==> src/rtl/otp_decryptor.sv <==
// Receive-side one-time-pad decryptor: regenerates the sender's pad stream with a
// local LFSR, keeps an 8-slot pad window and XORs each ciphertext byte with its pad.
module otp_decryptor #(
    parameter logic [7:0] SEED = 8'h01,
    parameter logic [7:0] TAPS = 8'hB8
) (
    input  logic       clk,
    input  logic       rst,
    input  logic       ena,
    input  logic       in_valid,
    output logic       in_ready,
    input  logic [7:0] in_data,
    input  logic [2:0] in_idx,
    output logic       out_valid,
    input  logic       out_ready,
    output logic [7:0] out_data,
    output logic       lost_pulse,
    output logic [7:0] lost_count,
    output logic       synced
);

    typedef enum logic [1:0] {
        ST_FILL = 2'd0,
        ST_RUN  = 2'd1,
        ST_SKIP = 2'd2
    } state_t;

    function automatic logic [7:0] f_lfsr_step(input logic [7:0] q);
        return {q[6:0], ^(q & TAPS)};
    endfunction

    // Adds the skipped-frame distance to the lost counter, clamping at 8'hFF.
    function automatic logic [7:0] f_sat_add(input logic [7:0] a, input logic [2:0] b);
        logic [8:0] sum;
        sum = {1'b0, a} + {6'b000000, b};
        return sum[8] ? 8'hFF : sum[7:0];
    endfunction

    state_t     r_state;
    logic [7:0] r_lfsr;
    logic [2:0] r_fill_ptr;
    logic [2:0] r_exp_idx;
    logic [2:0] r_end_idx;
    logic [7:0] r_slot [0:7];
    logic       r_out_valid;
    logic [7:0] r_out_data;
    logic       r_lost_pulse;
    logic [7:0] r_lost_count;

    state_t     w_state_nxt;
    logic [7:0] w_lfsr_nxt;
    logic [2:0] w_fill_ptr_nxt;
    logic [2:0] w_exp_idx_nxt;
    logic [2:0] w_end_idx_nxt;
    logic       w_wr_en;
    logic [2:0] w_wr_idx;
    logic       w_out_valid_nxt;
    logic [7:0] w_out_data_nxt;
    logic       w_lost_pulse_nxt;
    logic [7:0] w_lost_count_nxt;
    logic       w_accept;
    logic [2:0] w_dist;

    assign in_ready   = ena && (r_state == ST_RUN) && (!r_out_valid || out_ready);
    assign w_accept   = in_valid && in_ready;
    assign w_dist     = in_idx - r_exp_idx;
    assign out_valid  = r_out_valid;
    assign out_data   = r_out_data;
    assign lost_pulse = r_lost_pulse;
    assign lost_count = r_lost_count;
    assign synced     = (r_state != ST_FILL);

    // Next-state logic: pad-window refill sequencing and output register loading.
    always_comb begin
        w_state_nxt      = r_state;
        w_lfsr_nxt       = r_lfsr;
        w_fill_ptr_nxt   = r_fill_ptr;
        w_exp_idx_nxt    = r_exp_idx;
        w_end_idx_nxt    = r_end_idx;
        w_wr_en          = 1'b0;
        w_wr_idx         = r_exp_idx;
        w_out_valid_nxt  = r_out_valid;
        w_out_data_nxt   = r_out_data;
        w_lost_pulse_nxt = 1'b0;
        w_lost_count_nxt = r_lost_count;

        unique case (r_state)
            ST_FILL: begin
                w_wr_en        = 1'b1;
                w_wr_idx       = r_fill_ptr;
                w_lfsr_nxt     = f_lfsr_step(r_lfsr);
                w_fill_ptr_nxt = r_fill_ptr + 3'd1;
                if (r_fill_ptr == 3'd7) begin
                    w_state_nxt = ST_RUN;
                end else begin
                    w_state_nxt = ST_FILL;
                end
            end
            ST_RUN: begin
                if (w_accept && (w_dist == 3'd0)) begin
                    w_wr_en       = 1'b1;
                    w_lfsr_nxt    = f_lfsr_step(r_lfsr);
                    w_exp_idx_nxt = r_exp_idx + 3'd1;
                end else if (w_accept) begin
                    // Frames were lost: catch the pad stream up through in_idx.
                    w_lost_pulse_nxt = 1'b1;
                    w_lost_count_nxt = f_sat_add(r_lost_count, w_dist);
                    w_end_idx_nxt    = in_idx;
                    w_state_nxt      = ST_SKIP;
                end else begin
                    w_state_nxt = ST_RUN;
                end
            end
            ST_SKIP: begin
                w_wr_en       = 1'b1;
                w_lfsr_nxt    = f_lfsr_step(r_lfsr);
                w_exp_idx_nxt = r_exp_idx + 3'd1;
                if (r_exp_idx == r_end_idx) begin
                    w_state_nxt = ST_RUN;
                end else begin
                    w_state_nxt = ST_SKIP;
                end
            end
            default: begin
                w_state_nxt = ST_FILL;
            end
        endcase

        if (w_accept) begin
            w_out_valid_nxt = 1'b1;
            w_out_data_nxt  = in_data ^ r_slot[in_idx];
        end else if (r_out_valid && out_ready) begin
            w_out_valid_nxt = 1'b0;
        end else begin
            w_out_valid_nxt = r_out_valid;
        end
    end

    // Control and output registers; everything freezes while ena is low.
    always_ff @(posedge clk) begin
        if (rst) begin
            r_state      <= ST_FILL;
            r_lfsr       <= SEED;
            r_fill_ptr   <= 3'd0;
            r_exp_idx    <= 3'd0;
            r_end_idx    <= 3'd0;
            r_out_valid  <= 1'b0;
            r_out_data   <= 8'h00;
            r_lost_pulse <= 1'b0;
            r_lost_count <= 8'h00;
        end else if (ena) begin
            r_state      <= w_state_nxt;
            r_lfsr       <= w_lfsr_nxt;
            r_fill_ptr   <= w_fill_ptr_nxt;
            r_exp_idx    <= w_exp_idx_nxt;
            r_end_idx    <= w_end_idx_nxt;
            r_out_valid  <= w_out_valid_nxt;
            r_out_data   <= w_out_data_nxt;
            r_lost_pulse <= w_lost_pulse_nxt;
            r_lost_count <= w_lost_count_nxt;
        end
    end

    // Pad window storage; slot k always holds a pad whose sequence number is k mod 8.
    always_ff @(posedge clk) begin
        if (rst) begin
            for (int i = 0; i < 8; i++) begin
                r_slot[i] <= 8'h00;
            end
        end else if (ena && w_wr_en) begin
            r_slot[w_wr_idx] <= r_lfsr;
        end
    end

endmodule
==> config.mk <==
export PLATFORM = sky130hd
export DESIGN_NAME = otp_decryptor
export DESIGN_NICKNAME = d
export VERILOG_FILES = /design/src/rtl/otp_decryptor.sv
export SDC_FILE = /design/constraint.sdc
export NUM_CORES = 1
export LEC_CHECK = 0
export BUFFER_PORTS_ARGS = -buffer_cell sky130_fd_sc_hd__buf_2
export CAP_MARGIN = 20
export CORE_MARGIN = 2
export CORE_UTILIZATION = 40
export CTS_CLUSTER_DIAMETER = 150
export DETAILED_ROUTE_END_ITERATION = 6
export GPL_ROUTABILITY_DRIVEN = 0
export SETUP_SLACK_MARGIN = 0.2
export SLEW_MARGIN = 20
export SYNTH_ARGS = -nofsm -noshare
export SYNTH_HDL_FRONTEND = slang
export SYNTH_SLANG_ARGS = --single-unit
==> constraint.sdc <==
create_clock -name clk -period 5.5 [get_ports clk]
set_input_delay 1.1 -clock clk [delete_from_list [all_inputs] [get_ports clk]]
set_output_delay 1.1 -clock clk [all_outputs]
set_load 0.05 [all_outputs]
==> impl_metrics.csv, run 1 <==
group,metric,value,unit
run_status,status,"completed",
power_and_ir_drop,power_density,288,nW/um2
floorplanning,dieArea,13900,um2
critical_path,startpoint_type,"primary input",
sta,slew_headroom,38.5,%
floorplanning,row_count,41,
placement,dp_slack,1.24,ns
cts,post_cts_buffers,0,
drt,wl_per_cell,18.2,um
synth,yosys_warnings,0,
global_route,grt_max_degree,51,
drt,drc_errors,0,
critical_path,worstReg2RegStart,"r_exp_idx[0]$_SDFFE_PP0P_",
cts,cts_tree,"yes",
sta,skew,0.00770,ns
critical_path,crit_fanout,18,
sta,finalSetupViolCount,0,
global_route,grt_usage,17.5,%
sta,fin_crit,3.89,ns
cts,cts-root-buf,"clkbuf_16",
synth,ys_types,51,
power_and_ir_drop,p_leak,2.12,nW
critical_path,cp_data_required_time,5.47,ns
global_route,antenna_found_initial,0,
sta,post-route-period-util,70.8,%
critical_path,crit_type,"primary input to flop",
synth,ys.flop_type,"edfxtp_1",
synth,synth_nets,474,
drt,viasPerCell,5.58,
floorplanning,fp.dieH,118,um
cells_and_area,fin_nets,487,
drt,via_count,3567,
critical_path,crit_arrival,3.87,ns
cts,cts_buffer_depth,2,
cts,hold_buffers,0,
cells_and_area,fill_cells,1189,
cts,clkSinkCount,101,
critical_path,critPathLaunch,"in_idx[1]",
sta,finalHoldViolCount,0,
drt,wl,11.6,mm
sta,final-max-slew-violation-count,0,
power_and_ir_drop,power,1.65,mW
synth,yosysMostFrequentCell,"edfxtp_1",
drt,drt_first_pass_iters,4,
synth,yosys-top-cells-area,"edfxtp_1 37%, dfxtp_1 14%, mux4_2 6.9%, nor3_2 5.2%, nor3_1 4.6%",
cells_and_area,diodes,0,
synth,syn_area,5190,um2
global_route,grt_pass1_wl,18.8,mm
cells_and_area,seqCellArea,2660,um2
floorplanning,dieWidth,118,um
cts,h-tree-depth,3,
cells_and_area,area.growth.synth_to_final,10.8,%
cts,insertion_delay,0.34,ns
critical_path,endpoint_kind,"flop",
floorplanning,start_util,41.1,%
floorplanning,core,12600,um2
global_route,first_global_vias,3449,
hold_path,hp-start,"out_valid$_SDFFE_PP0P_",
cells_and_area,multiInputGateArea,2270,um2
sta,worstMarginPinSlew,0.922,ns
synth,avgSynthCellArea,11.6,um2
synth,synth_edf_count,64,
cts,cts_resized,0,
cells_and_area,final_layout_size_suffix_gt1_share,23.1,%
sta,fin_ws,1.61,ns
placement,port_buffers,35,
cts,cts.clk_slew.worst_paths,0.07,ns
hold_path,hp-class,"flop to flop",
synth,seq_area_frac_synth,51.3,%
placement,dp_hpwl,8.07,mm
synth,ys_ff_latch,101,
sta,max_freq,257,MHz
job,cap_violations,0,
synth,synth_top_area_share,37.0,%
synth,synth_common_cells,"64 x edfxtp_1, 48 x nor3_1, 37 x dfxtp_1",
sta,setup_tns,0,ns
synth,synth_cells,449,
sta,rsz0062_at_grt,"false",
synth,synthArstFlopShare,0,%
global_route,overflow,0,
floorplanning,pin_count,36,
drt,ant_nets,0,
synth,yosysTopAreaCell,"edfxtp_1",
power_and_ir_drop,ir_drop,0.220,mV
cts,cts_made_buffers,9,
drt,drt_iter0_drc,354,
[flip-flops by register name, summed over array words and instances, names as in the netlist]
name,flops
r_state,2
lost_pulse,1
r_lfsr,8
out_valid,1
r_fill_ptr,3
r_slot,64
r_exp_idx,3
lost_count,8
r_end_idx,3
out_data,8
[layout make-up]
class / count / area share, %
clock buffers: 10 / 3.99
clock inverters: 6 / 1.07
inverters: 13 / 0.849
multi-input cells: 291 / 39.5
flip-flops and latches: 101 / 46.3
well taps: 172 / 3.75
repair buffers: 46 / 4.49
[cells in the final DEF, fill, tap and decap left out, types with 2 or more instances in the layout]
| master | synthesis | final |
|---|---|---|
| o211a_1 | 8 | 8 |
| nor4_1 | 20 | 20 |
| a21oi_1 | 12 | 12 |
| inv_1 | 13 | 13 |
| nor3_1 | 48 | 47 |
| nor2_1 | 21 | 21 |
| edfxtp_1 | 64 | 64 |
| buf_4 | 0 | 11 |
| o21ai_0 | 4 | 4 |
| xnor2_1 | 3 | 3 |
| clkbuf_16 | 0 | 9 |
| a211oi_1 | 4 | 4 |
| and2_1 | 8 | 8 |
| xor2_1 | 5 | 5 |
| dfxtp_1 | 37 | 37 |
| a31oi_1 | 4 | 4 |
| nor3_2 | 27 | 28 |
| mux4_2 | 16 | 16 |
| o211ai_1 | 3 | 3 |
| nand2_1 | 14 | 14 |
| nand2b_1 | 12 | 12 |
| nor4b_1 | 3 | 3 |
| nor2b_1 | 9 | 9 |
| ha_1 | 7 | 7 |
| and2b_1 | 6 | 6 |
| buf_2 | 12 | 35 |
| fa_1 | 2 | 2 |
| a311oi_1 | 2 | 2 |
| nand3_1 | 9 | 9 |
| o21bai_1 | 9 | 9 |
| mux2_2 | 2 | 2 |
| mux2i_1 | 12 | 12 |
| clkinv_1 | 0 | 2 |
| or4_1 | 2 | 2 |
| clkinvlp_4 | 0 | 2 |
| or3_1 | 3 | 3 |
[logic make-up (layout without fill, tap and decap cells)]
| group | after synthesis | in the layout | synth area share [%] |
|---|---|---|---|
| and+or+nand+nor | 185 | 185 | 21.7 |
| DFF | 101 | 101 | 51.3 |
| AOI/OAI and AO/OA | 58 | 58 | 8.08 |
| buffers and inverters | 57 | 75 | 4.99 |
| muxes | 30 | 30 | 9.70 |
| adders and majority gates | 9 | 9 | 2.46 |
| xor gates and xnor gates | 9 | 9 | 1.78 |
[routing by layer]
layer	part of all wire (%)	GRT usage, %	routed length, um	vias to the layer above
met4	2.4	7.08	282	0
met5	0	0	0	-
met3	5.3	3.59	613	19
met2	48	27.7	5580	108
met1	44	23.5	5160	1734
li1	-	-	-	1706
[critical path, cell delays in order]
cell and delay [ns]:
buf_2 0.24, fa_1 0.47, xnor3_1 0.25, or3_4 0.44
a21o_1 0.44, buf_4 0.31, o21bai_1 0.59
[power breakdown]
| group | internal, mW | switching [mW] |
|---|---|---|
| combinational | 0.0590 | 0.118 |
| sequential | 0.834 | 0.0166 |
| clock | 0.351 | 0.274 |
[metrics by stage]
| step | std cells | hold slack, ns | area [um2] | util (%) |
|---|---|---|---|---|
| detailed placement | 623 | 0.459 | 5460 | 43.2 |
| CTS | 639 | 0.469 | 5750 | 45.5 |
| floorplan | 449 | 0.466 | 5190 | - |
| global placement | 622 | 0.453 | 5450 | 43.2 |
| global route | 639 | 0.497 | 5750 | 45.5 |
| finish | 639 | 0.470 | 5750 | 45.5 |
[final timing paths]
| path | end | slack, ns | cells past startpoint |
|---|---|---|---|
| setup / recovery | r_slot[2][7]$_SDFFCE_PN0P_ | 1.61 | 7 |
| hold / removal | out_valid$_SDFFE_PP0P_ | 0.47 | 2 |
| setup reg to reg | r_slot[2][7]$_SDFFCE_PN0P_ | 1.98 | 8 |
| hold reg to reg | out_valid$_SDFFE_PP0P_ | 0.47 | 2 |
Power figures use the tool's default switching activity.
==> inputs of run 2 (changes only) <==
==> constraint.sdc (replaced) <==
create_clock -name clk -period 3.13 [get_ports clk]
set_input_delay 0.626 -clock clk [delete_from_list [all_inputs] [get_ports clk]]
set_output_delay 0.626 -clock clk [all_outputs]
set_load 0.05 [all_outputs]
==> run 2 against run 1 <==
- setup slack worse by 1.2 ns
- critical path depth unchanged
- wire length increased by 4.8%
- highest routed layer unchanged
- register-to-register slack got worse by 1.6 ns
- critical path type is now flop to flop
- clock skew increased by 0.0016 ns
- first-iteration DRC count fell by 15%
- design area increased by 3.9%
- sequential power grew 75%
- largest cell class unchanged
- clock power rose by 86%
==> impl_metrics.csv, run 2 (same netlist as run 1, synthesis figures left out) <==
group,metric,value,unit
hold_path,hp-class,"flop to flop",
power_and_ir_drop,power,3.00,mW
global_route,grt_usage,18.3,%
power_and_ir_drop,p_int,2.22,mW
cts,cts_made_buffers,9,
drt,wl_per_cell,18.7,um
cells_and_area,mostFrequentLayoutCells,"64 x edfxtp_1, 47 x nor3_1, 36 x dfxtp_1",
power_and_ir_drop,combPwrFrac,11.9,%
drt,drt_first_pass_iters,5,
cts,cts-root-buf,"clkbuf_16",
cells_and_area,regMostFlops,"r_slot",
global_route,antenna_found_initial,0,
power_and_ir_drop,p_switching,780,uW
floorplanning,fp.dieH,118,um
floorplanning,dieWidth,118,um
drt,drt_iter0_drc,301,
sta,skew,0.00934,ns
cts,cts_buffer_depth,2,
global_route,first_global_vias,3673,
drt,viasPerCell,5.47,
global_route,grt_pass1_wl,19.8,mm
drt,via_count,3566,
job,cap_violations,0,
cts,cts.clk_slew.worst_paths,0.07,ns
critical_path,endpoint_kind,"flop",
cells_and_area,final_layout_size_suffix_gt1_share,29.8,%
floorplanning,pin_count,36,
drt,drc_errors,0,
cells_and_area,diodes,0,
critical_path,crit_chain,"inv_1, fa_2, xnor3_2, or3_4, a21o_2, buf_4, nor3_1",
hold_path,hp-start,"out_valid$_SDFFE_PP0P_",
power_and_ir_drop,power_density,503,nW/um2
placement,dp_slack,0.120,ns
cells_and_area,final_common_cell,"edfxtp_1",
cells_and_area,fill_cells,1186,
critical_path,cp-endpoint,"r_slot[4][3]$_SDFFCE_PN0P_",
floorplanning,start_util,41.1,%
cells_and_area,area.growth.synth_to_final,15.1,%
cts,hold_buffers,0,
sta,setup_tns,0,ns
floorplanning,dieArea,13900,um2
cts,clkSinkCount,101,
sta,fin_ws,0.430,ns
sta,post-route-period-util,86.3,%
sta,worstMarginPinSlew,0.610,ns
sta,rsz0062_at_grt,"false",
floorplanning,row_count,41,
cts,h-tree-depth,3,
cts,cts_tree,"yes",
sta,fin_crit,2.70,ns
sta,finalHoldViolCount,0,
cells_and_area,multiInputGateArea,2380,um2
cts,insertion_delay,0.35,ns
sta,final-max-slew-violation-count,0,
sta,slew_headroom,59.3,%
critical_path,startpoint_type,"flop",
drt,wl,12.2,mm
critical_path,crit_type,"flop to flop",
global_route,grt_max_degree,35,
power_and_ir_drop,p_clk_share,38.6,%
global_route,overflow,0,
critical_path,r2r_cells,7,
critical_path,cp_slowest_cell,"dfxtp_1",
critical_path,r2r_setup_slack,0.43,ns
critical_path,critPathLaunch,"r_exp_idx[1]$_SDFFE_PP0P_",
critical_path,crit_arrival,2.88,ns
critical_path,crit_fanout,22,
cells_and_area,utilization,47.3,%
placement,dp_hpwl,8.24,mm
cells_and_area,largest_reg_flops,64,
power_and_ir_drop,pwr-share-seq,49.5,%
cells_and_area,fin_nets,500,
drt,ant_nets,0,
sta,finalSetupViolCount,0,
cells_and_area,seqCellArea,2660,um2
floorplanning,core,12600,um2
power_and_ir_drop,ir_drop,0.323,mV
power_and_ir_drop,switching_share,26.0,%
critical_path,worstReg2RegStart,"r_exp_idx[1]$_SDFFE_PP0P_",
run_status,status,"completed",
critical_path,r2r_end,"r_slot[4][3]$_SDFFCE_PN0P_",
critical_path,cp_data_required_time,3.31,ns
critical_path,crit_path_max_incr_delay,0.48,ns
sta,max_freq,370,MHz
placement,port_buffers,35,
power_and_ir_drop,p_leak,2.22,nW
-- run 2: final cells by class --
class	count	share of cell area, %
Sequential cell	101	44.6
Clock inverter	6	1.30
Multi-Input combinational cell	291	39.8
Tap cell	172	3.60
Clock buffer	10	3.83
Inverter	13	0.859
Timing Repair Buffer	59	5.95
-- run 2: routing by layer --
layer	share of wire, %	vias up	routed length, um	track usage, %
met4	1.1	0	131	3.61
li1	-	1730	-	-
met2	51	62	6170	31.2
met3	3.5	12	428	4.55
met5	0	-	0	0
met1	45	1762	5470	23.9
-- run 2: worst min path at each step --
stage / endpoint / slack [ns] / depth (start not counted)
global placement: out_valid$_SDFFE_PP0P_ / 0.45 / 2
CTS: out_valid$_SDFFE_PP0P_ / 0.49 / 2
global route: out_valid$_SDFFE_PP0P_ / 0.51 / 2
detailed placement: out_valid$_SDFFE_PP0P_ / 0.48 / 2
finish: out_valid$_SDFFE_PP0P_ / 0.48 / 2
floorplan: r_end_idx[0]$_SDFFE_PP0P_ / 0.47 / 2
-- run 2: power groups by stage --
| stage | Clock [mW] | Combinational [mW] | Sequential [mW] |
|---|---|---|---|
| 6_report | 1.16 | 0.356 | 1.49 |
| 5_1_grt | 1.23 | 0.384 | 1.49 |
| 4_1_cts | 1.18 | 0.360 | 1.49 |
| 3_5_place_dp | 0 | 0.358 | 1.52 |
| 3_3_place_gp | 0 | 0.352 | 1.52 |
| 2_1_floorplan | 0 | 0.261 | 1.52 |
-- run 2: repair_timing --
action                                  4_1_cts  5_1_grt
endpoints found under the setup margin        0        5
gates resized for setup                       0        1
setup buffers                                 0        0
-- run 2: metrics by stage --
| stage | hold slack [ns] | area, um2 | std cells |
|---|---|---|---|
| after floorplan | 0.465 | 5340 | 449 |
| after global placement | 0.455 | 5660 | 636 |
| after detailed placement | 0.479 | 5660 | 636 |
| after CTS | 0.488 | 5970 | 652 |
| after global routing | 0.515 | 5970 | 652 |
| final | 0.481 | 5970 | 652 |
-- run 2: critical path, delay by kind of cell (launching register included) --
family                   cells  cell delay [ns]
AO/OA/AOI/OAI                1             0.31
flip-flops                   1             0.48
buffers and inverters        2             0.44
XOR/XNOR                     1             0.29
AND/OR/NAND/NOR              2             0.64
adder cells (fa/ha/maj)      1             0.37
==> inputs of run 3 (changes only) <==
--- a/config.mk
+++ b/config.mk
@@ -8,7 +8,7 @@
 export BUFFER_PORTS_ARGS = -buffer_cell sky130_fd_sc_hd__buf_2
 export CAP_MARGIN = 20
 export CORE_MARGIN = 2
-export CORE_UTILIZATION = 40
+export CORE_UTILIZATION = 25
 export CTS_CLUSTER_DIAMETER = 150
 export DETAILED_ROUTE_END_ITERATION = 6
 export GPL_ROUTABILITY_DRIVEN = 0
==> run 3 against run 2 <==
- combinational power fell by 3%
- largest power group unchanged
- clock skew fell by 0.0036 ns
- worst hold slack got worse by 0.013 ns
- clock-buffer cell count did not move
- largest cell class unchanged
- final cell count rose by 15%
==> impl_metrics.csv, run 3 (same netlist as run 1, synthesis figures left out) <==
group,metric,value,unit
drt,drt_iter0_drc,150,
critical_path,endpoint_kind,"flop",
power_and_ir_drop,combPwrFrac,11.3,%
sta,finalHoldViolCount,0,
cts,cts_tree,"yes",
drt,drc_errors,0,
floorplanning,dieWidth,148,um
cells_and_area,seqCellArea,2660,um2
cells_and_area,largest_reg_flops,64,
drt,wl_per_cell,16.2,um
cells_and_area,multiInputGateArea,2380,um2
drt,wl_met2,6.05,mm
drt,met3_wirelength,511,um
cts,hold_buffers,0,
drt,top_layer,"met4",
sta,fin_crit,2.72,ns
sta,rsz0062_at_grt,"false",
critical_path,crit_type,"primary input to flop",
floorplanning,fp.dieH,148,um
cts,cts_made_buffers,9,
power_and_ir_drop,pwr-share-seq,49.0,%
placement,dp_hpwl,8.77,mm
cts,clkSinkCount,101,
floorplanning,core,20300,um2
drt,met1_length,5.34,mm
drt,wl,12.1,mm
power_and_ir_drop,p_int,2.30,mW
drt,viasPerCell,4.84,
sta,skew,0.00578,ns
global_route,grt_usage,11.4,%
drt,drt_first_pass_iters,6,
critical_path,crit_arrival,2.96,ns
critical_path,crit_fanout,4,
cts,cts-root-buf,"clkbuf_16",
drt,via_count,3621,
job,cap_violations,0,
placement,port_buffers,35,
sta,post-route-period-util,86.9,%
critical_path,startpoint_type,"primary input",
cts,h-tree-depth,3,
sta,final-max-slew-violation-count,0,
cts,cts.clk_slew.worst_paths,0.07,ns
power_and_ir_drop,p_leak,2.22,nW
floorplanning,row_count,52,
power_and_ir_drop,switching_share,24.2,%
floorplanning,dieArea,21900,um2
floorplanning,pin_count,36,
cts,cts_resized,0,
sta,slew_headroom,42.1,%
global_route,grt_max_degree,36,
cells_and_area,fill_cells,2065,
cells_and_area,fin_nets,498,
global_route,overflow,0,
power_and_ir_drop,ir_drop,0.210,mV
global_route,first_global_vias,3798,
sta,setup_tns,0,ns
global_route,antenna_found_initial,0,
cells_and_area,diodes,0,
power_and_ir_drop,p_switching,736,uW
drt,ant_nets,0,
critical_path,cp_data_required_time,3.37,ns
sta,worstMarginPinSlew,0.864,ns
cts,cts_buffer_depth,2,
floorplanning,start_util,25.6,%
global_route,grt_pass1_wl,19.8,mm
power_and_ir_drop,power_density,499,nW/um2
run_status,status,"completed",
cells_and_area,regMostFlops,"r_slot",
cells_and_area,mostFrequentLayoutCells,"64 x edfxtp_1, 47 x nor3_1, 37 x dfxtp_1",
power_and_ir_drop,p_clk_share,39.7,%
cells_and_area,fin_cells,748,
placement,dp.cells,732,
cts,post_cts_buffers,0,
cts,insertion_delay,0.34,ns
sta,finalSetupViolCount,0,
hold_path,hp-class,"flop to flop",
cells_and_area,final_layout_size_suffix_gt1_share,29.3,%
cells_and_area,utilization,30.0,%
sta,max_freq,368,MHz
cells_and_area,area.growth.synth_to_final,17.5,%
sta,hold_ws,0.467,ns
cells_and_area,final_common_cell,"edfxtp_1",
run 3: per-layer routing:
layer  up-vias  global-route usage, %
li1       1731                      -
met1      1780                   14.5
met2        89                   19.6
met3        21                   2.24
met4         0                   3.71
met5         -                      0
run 3: final timing paths:
check        depth (start not counted)                         end  slack [ns]                       from
min reg2reg                          2      out_valid$_SDFFE_PP0P_        0.47     out_valid$_SDFFE_PP0P_
min                                  2      out_valid$_SDFFE_PP0P_        0.47     out_valid$_SDFFE_PP0P_
max reg2reg                          9  lost_count[7]$_SDFFE_PP0P_        0.50  r_exp_idx[0]$_SDFFE_PP0P_
max                                 11  lost_count[7]$_SDFFE_PP0P_        0.41                  in_idx[0]
run 3: power groups by stage:
stage          Sequential [mW]  Combinational [mW]  Clock, mW
3_5_place_dp              1.52               0.345          0
5_1_grt                   1.49               0.374       1.27
3_3_place_gp              1.52               0.337          0
6_report                  1.49               0.344       1.21
4_1_cts                   1.49               0.346       1.23
2_1_floorplan             1.52               0.261          0
run 3: per-stage QoR:
step | setup slack [ns] | area (um2) | total power, mW
2_1_floorplan | 0.0565 | 5340 | 1.79
3_3_place_gp | 0.138 | 5760 | 1.85
3_5_place_dp | 0.0495 | 5770 | 1.86
4_1_cts | 0.415 | 6090 | 3.07
5_1_grt | 0.275 | 6090 | 3.14
6_report | 0.410 | 6090 | 3.04
run 3: final cells by class:
| type | instances | share of cell area, % |
|---|---|---|
| Clock buffer | 10 | 3.92 |
| Sequential cell | 101 | 43.7 |
| Clock inverter | 6 | 1.42 |
| Tap cell | 270 | 5.54 |
| Multi-Input combinational cell | 291 | 39.0 |
| Inverter | 13 | 0.842 |
| Timing Repair Buffer | 57 | 5.54 |
run 3: worst max-delay path, stage by stage:
cell and delay, ns:
buf_2 0.13, inv_4 0.06, ha_4 0.12, inv_2 0.03, fa_2 0.32, xnor3_2 0.28, ha_4 0.31, nor2_2 0.04
or3_4 0.34, or4_1 0.40, a221oi_1 0.29
